===== src/rtl/sar_search.sv =====
// sar_search - successive-approximation search engine.
//
// Drives a trial word 'guess' to an external magnitude comparator
// (a = target, b = guess) and reads back cmp_ge = (target >= guess).
// Resolves the target one bit per trial, MSB first.
//
// Ports:
//   clk      rising-edge clock
//   reset_n  asynchronous active-low reset
//   start    begin a search (sampled only when idle)
//   cmp_ge   comparator answer for the current guess
//   guess    trial word presented to the comparator b input
//   busy     high from the cycle after start up to and including the done cycle
//   done     one-cycle pulse; result valid from this cycle
//   result   final resolved value, held until the next done
//
// Build option:
//   SAR_SETTLE_EN  insert one SETTLE cycle before every trial so that a
//                  comparator with one registered stage can be used.
//                  cmp_ge is ignored during SETTLE.

module sar_search #(
    parameter int WIDTH = 8
) (
    input  logic             clk,
    input  logic             reset_n,
    input  logic             start,
    input  logic             cmp_ge,
    output logic [WIDTH-1:0] guess,
    output logic             busy,
    output logic             done,
    output logic [WIDTH-1:0] result
);

    localparam int IW = (WIDTH > 1) ? $clog2(WIDTH) : 1;

`ifdef SAR_SETTLE_EN
    typedef enum logic [1:0] {
        S_IDLE,
        S_SETTLE,
        S_TRIAL,
        S_DONE
    } state_t;
`else
    typedef enum logic [1:0] {
        S_IDLE,
        S_TRIAL,
        S_DONE
    } state_t;
`endif

    state_t           state, state_n;
    logic [WIDTH-1:0] guess_n;
    logic [WIDTH-1:0] result_n;
    logic [IW-1:0]    idx, idx_n;

    always_ff @(posedge clk or negedge reset_n) begin
        if (!reset_n) begin
            state  <= S_IDLE;
            guess  <= '0;
            result <= '0;
            idx    <= IW'(WIDTH - 1);
        end else begin
            state  <= state_n;
            guess  <= guess_n;
            result <= result_n;
            idx    <= idx_n;
        end
    end

    always_comb begin
        state_n  = state;
        guess_n  = guess;
        result_n = result;
        idx_n    = idx;
        case (state)
            S_IDLE: begin
                if (start) begin
                    guess_n            = '0;
                    guess_n[WIDTH-1]   = 1'b1;
                    idx_n              = IW'(WIDTH - 1);
`ifdef SAR_SETTLE_EN
                    state_n            = S_SETTLE;
`else
                    state_n            = S_TRIAL;
`endif
                end
            end
`ifdef SAR_SETTLE_EN
            S_SETTLE: begin
                state_n = S_TRIAL;
            end
`endif
            S_TRIAL: begin
                // Keep the trial bit only if the target is at least the guess.
                guess_n[idx] = cmp_ge;
                if (idx == '0) begin
                    // guess_n already carries the resolved LSB here.
                    result_n = guess_n;
                    state_n  = S_DONE;
                end else begin
                    guess_n[idx - IW'(1)] = 1'b1;
                    idx_n                 = idx - IW'(1);
`ifdef SAR_SETTLE_EN
                    state_n               = S_SETTLE;
`else
                    state_n               = S_TRIAL;
`endif
                end
            end
            S_DONE: begin
                state_n = S_IDLE;
            end
            default: begin
                state_n = S_IDLE;
            end
        endcase
    end

    assign busy = (state != S_IDLE);
    assign done = (state == S_DONE);

endmodule

===== config.mk =====
export PLATFORM = sky130hd
export DESIGN_NAME = sar_search
export DESIGN_NICKNAME = d
export VERILOG_FILES = /design/src/rtl/sar_search.sv
export SDC_FILE = /design/constraint.sdc
export NUM_CORES = 1
export LEC_CHECK = 0
export CAP_MARGIN = 20
export CORE_MARGIN = 10
export CORE_UTILIZATION = 35
export DETAILED_ROUTE_END_ITERATION = 8
export GPL_ROUTABILITY_DRIVEN = 0
export GPL_TIMING_DRIVEN = 0
export PLACE_DENSITY_LB_ADDON = 0.08
export SETUP_SLACK_MARGIN = 0.3
export SYNTH_ARGS = -nofsm -noshare
export SYNTH_HDL_FRONTEND = slang
export SYNTH_SLANG_ARGS = --single-unit
export TNS_END_PERCENT = 30

===== constraint.sdc =====
create_clock -name clk -period 2.8 [get_ports clk]
set_input_delay 0.28 -clock clk [delete_from_list [all_inputs] [get_ports clk]]
set_output_delay 0.28 -clock clk [all_outputs]
set_load 0.01 [all_outputs]

Word level (Yosys, flattened, before mapping)
Cells that the tools add are included.

Register bits after elaboration: 21. Input port bits: 4.

Add/sub/neg operators: 1. $lt $le $gt $ge: 4. Eq/ne operators: 4. Muxes and demuxes: 14. Bitwise gates (word level): 1. Reductions and logical operators: 9.

Operators by type and width (count): two-way mux 8 bit (2); one-hot mux 8 bit (2 select lines) (1); bitwise mux 8 bit (1); < comparator 3 x 4 -> 1 bit, second input constant (2); bitwise OR 8 bit (1); demux 1 bit (select 3 bit) (2); greater-or-equal comparator 3 x 1 -> 1 bit, second input constant (2); two-way mux 3 bit (2); one-hot mux 3 bit (2 select lines) (1); two-way mux 2 bit (2); != test 2 bit, second input constant (2); one-hot mux 2 bit (2 select lines) (1); AND reduction 2 bit (2); nonzero test 2 bit (2); logical NOT 3 bit (1); AND reduction 3 bit (1); subtractor 3 x 1 -> 3 bit, second input constant (1); equality test 2 x 1 -> 1 bit, second input constant (1); equality test 2 bit, second input constant (1); logical AND 1 bit (2); logical NOT 2 bit (1); two-way mux 1 bit (2).

Depth between registers and ports, before layout
Word-level depth: 8. Gate-level depth with buffers: 8. Depth with buffers taken out: 5.

Least setup slack after synthesis
No wires, ideal clock.

Path kind: reg-to-reg. Start: register idx[1]. End: register guess[7]. Library setup time: 0.086 ns. Arrival time: 1.857 ns. Required time: 2.714 ns. Slack: 0.857 ns. Stages on the path, launching flop included: 6. Period minus slack after synthesis: 1.943 ns. Path through: dfstp_2 clkbuf_1 inv_1 ha_1 or4_1 a32oi_1.

Word-level cells in the longest chain between the ends: 8.

RTL lines: from (decl) (RTL line 55) `logic [IW-1:0] idx, idx_n;`; from (signal assigned) (RTL line 62) `idx <= IW'(WIDTH - 1);`; from (signal assigned) (RTL line 67) `idx <= idx_n;`; subtractor 3 x 1 -> 3 bit (tied with other cells) (RTL line 102) `guess_n[idx - IW'(1)] = 1'b1;`; < comparator 3 x 4 -> 1 bit (implied by the code) (tied with other cells) (RTL line 102); logical AND 1 bit (implied by the code) or two-way mux 1 bit (tied branches) (RTL line 102, 96); two-way mux 1 bit (implied by the code) or demux 1 bit (select 3 bit) (tied branches) (RTL line 102, 96); demux 1 bit (select 3 bit) or bitwise mux 8 bit (tied branches) (RTL line 102, 96); bitwise OR 8 bit (no source line); two-way mux 8 bit * (RTL line 97) `if (idx == '0) begin`; one-hot mux 8 bit (2 select lines) * (RTL line 76) `case (state)`; to (signal assigned) (RTL line 65) `guess <= guess_n;`; to (decl) (RTL line 29) `output logic [WIDTH-1:0] guess,`.

Mark *: on every way between the ends. The rest lies on a longest branch, timed or not. A chain may end at the register's enable or synchronous reset.

Final worst setup path
Ends and elaborated chain as after synthesis.

==> flow_summary.yaml <==
grt:
  grt_pass1_vias: 972
  grt_pass1_wl_um: 4930
  grt-ovfl-total: 0
  grt_max_degree: 22
  grt_usage_pct: 10.1
  antenna_found_initial: 0
floorplan:
  rows: 20
  io_pins: 22
  fp.dieW_um: 76.8
  dieHeight_um: 76.8
  start_util_pct: 36.7
  die_area_um2: 5900
  core-area_um2: 3080
critical_path:
  crit_chain: "clkbuf_1 > inv_1 > ha_1 > xnor2_1 > or4_1 > a32oi_1"
  cp_top_family: "flip-flops"
  rr_startpoint: "idx[1]"
  r2r_end: "guess[7]"
  cp_max_fo: 10
  reg2reg_depth: 6
  path_buf_inv: 2
  arrival_ns: 2.48
  end_kind: "flop"
  critPathKind: "flop to flop"
  r2r_slack_ns: 0.55
  crit_path_start_kind: "flop"
  cp.required_ns: 3.03
  critPathMaxStageDelay_ns: 0.54
  slowest_stage: "dfstp_2"
pwr:
  comb_power_share_pct: 60.7
  p_clk_share_pct: 8.6
  power_mw: 1.78
  p_int_mw: 1.04
  power_leakage_nw: 0.587
  p_per_area_nw_per_um2: 1250
  switching_share_pct: 41.5
  ir_drop_uv: 437
  power.switching_mw: 0.740
  p_seq_share_pct: 30.6
timing:
  clock_skew_ns: 0.00488
  timing.fmax_mhz: 445
  setup_viol: 0
  worst_slew_pin_slew_ns: 0.502
  min_period_ns: 2.25
  post-route-period-util_pct: 80.3
  finalHoldViolCount: 0
  hold_slack_ns: 0.275
  fin_setup_tns_ns: 0
  slew_headroom_pct: 66.5
  grt_setup_unrepaired: "false"
  drv_slew: 0
place:
  io_buffer_count: 20
  dp.final_hpwl_um: 2070
  place_inst: 177
cts:
  cts_tree: "yes"
  cts_buffer_depth: 2
  clkLatencyLatePin_ns: 0.31
  cts-hold-fix-buffers: 0
  cts-htree-levels: 1
  cts_root_buf: "clkbuf_4"
  cts.repair.resized: 0
  cts_sinks: 21
  cts_buffers: 3
  clk_pin_slew_worst_paths_ns: 0.12
  post_cts_buffers: 0
yosys:
  synth_top_area_cell: "dfrtp_1"
  synthMuxAreaShare_pct: 8.87
  yosys-top-cells-area: "dfrtp_1 (40%), mux2i_1 (8.9%), dfstp_2 (7.0%)"
  synthSimpleGateAreaFrac_pct: 20.4
  netlist_instances: 113
  ys_ff_latch: 21
  async_flop_share_pct: 100
  synth-adder-area-share_pct: 2.22
  synth.cell_area_um2: 1130
  ys.flop_type: "dfrtp_1"
  synth_edf_count: 0
  yosys.cell_types.count: 34
  synth_nets: 119
  synth_compound_area_share_pct: 14.5
  synth_xor_area_share_pct: 0.776
  yosysWarnings: 0
  synth_top_family_by_area: "simple AND/OR/NAND/NOR gates"
  syn_area_per_cell_um2: 9.99
  synth_top_area_share_pct: 39.9
  seq_area_frac_synth_pct: 46.9
outcome:
  status: "complete, no violations"
routing:
  drt-initial-drc-count: 40
  wl_um: 2830
  drc_errors: 0
  wl_per_cell_um: 15.5
  firstDrtPassIters: 4
  via_per_inst: 5.10
  vias: 928
  postRouteAntennaNets: 0
final_layout:
  nFillCells: 327
  multi_input_area_um2: 528
  syn2layout_area_growth_pct: 26.4
  final_cell_mix: "clkdlybuf4s50_1 (20), dfrtp_1 (18), nor2_1 (11), a21oi_1 (11), mux2i_1 (10)"
  diodes: 0
  layout_commonest_cell: "clkdlybuf4s50_1"
  drive_above_1_share_pct: 13.0
  stdcell_count: 182
  fin_nets: 145
  seq_area_um2: 529
job:
  cap_viol_max_count: 0
hold_path:
  holdCritPathClass: "input pin to asynchronous set/reset pin"
per-stage QoR:
step	instance area (um2)	worst slack [ns]	util (%)
2_1_floorplan	1130	0.857	-
3_3_place_gp	1380	0.611	45.0
3_5_place_dp	1380	0.587	45.0
4_1_cts	1410	0.546	45.9
5_1_grt	1430	0.386	46.3
6_report	1430	0.553	46.3
power by group through the flow:
| stage | registers [mW] | clock network (mW) | logic, mW |
|---|---|---|---|
| global route | 0.571 | 0.179 | 1.20 |
| global placement | 0.550 | 0 | 1.09 |
| CTS | 0.549 | 0.160 | 1.10 |
| detailed placement | 0.556 | 0 | 1.09 |
| finish | 0.546 | 0.154 | 1.08 |
| floorplan | 0.594 | 0 | 0.647 |
kinds of logic (layout without fill, tap and decap cells):
logic type,count (synthesis),count (layout)
adders and majority gates,2,2
buffers and inverters,14,39
muxes,10,10
and+or+nand+nor,41,41
DFF,21,21
AOI/OAI and AO/OA,24,24
xor gates and xnor gates,1,1
worst register-to-register path, cell delays in order (launching register included):
cell and delay [ns]:
dfstp_2 0.54, clkbuf_1 0.32, inv_1 0.16, ha_1 0.30, xnor2_1 0.20, or4_1 0.45, a32oi_1 0.21
final cells by class:
| cell class | count | share of cell area, % |
|---|---|---|
| Inverter | 5 | 1.32 |
| Clock inverter | 1 | 0.351 |
| Tap cell | 44 | 3.86 |
| Buffer | 9 | 3.68 |
| Timing Repair Buffer | 21 | 15.1 |
| Multi-Input combinational cell | 78 | 37.0 |
| Sequential cell | 21 | 37.1 |
| Clock buffer | 3 | 1.58 |
registers in the layout (all words and copies together) (netlist names):
signal and count:
idx 3, state 2, result 8, guess 8
Yosys cell counts (all sizes together), types with 2 or more instances:
cell type / number
dfstp: 3
nor2b: 2
ha: 2
a21oi: 11
mux2i: 10
nor3: 2
nand3b: 3
dfrtp: 18
nor3b: 3
inv: 5
buf: 7
o221ai: 6
nand2b: 3
or4: 2
nand3: 4
a32oi: 2
nor2: 11
clkbuf: 2
nand2: 7
metal layers:
layer	vias up	routed length [um]	global-route usage, %
met1	445	1390	12.8
met4	0	39	3.90
met3	4	162	3.15
met5	-	0	0
met2	22	1240	15.3
li1	457	-	-
how the worst max path moves through the flow:
stage	start	end	slack, ns	depth (start not counted)
floorplan	idx[1]	guess[7]	0.86	5
global placement	idx[1]	guess[7]	0.61	6
detailed placement	idx[1]	guess[7]	0.59	6
CTS	idx[1]	guess[7]	0.55	6
global route	idx[1]	guess[7]	0.39	6
finish	idx[1]	guess[7]	0.55	6
Note: power is estimated with default switching activity, not from simulation.
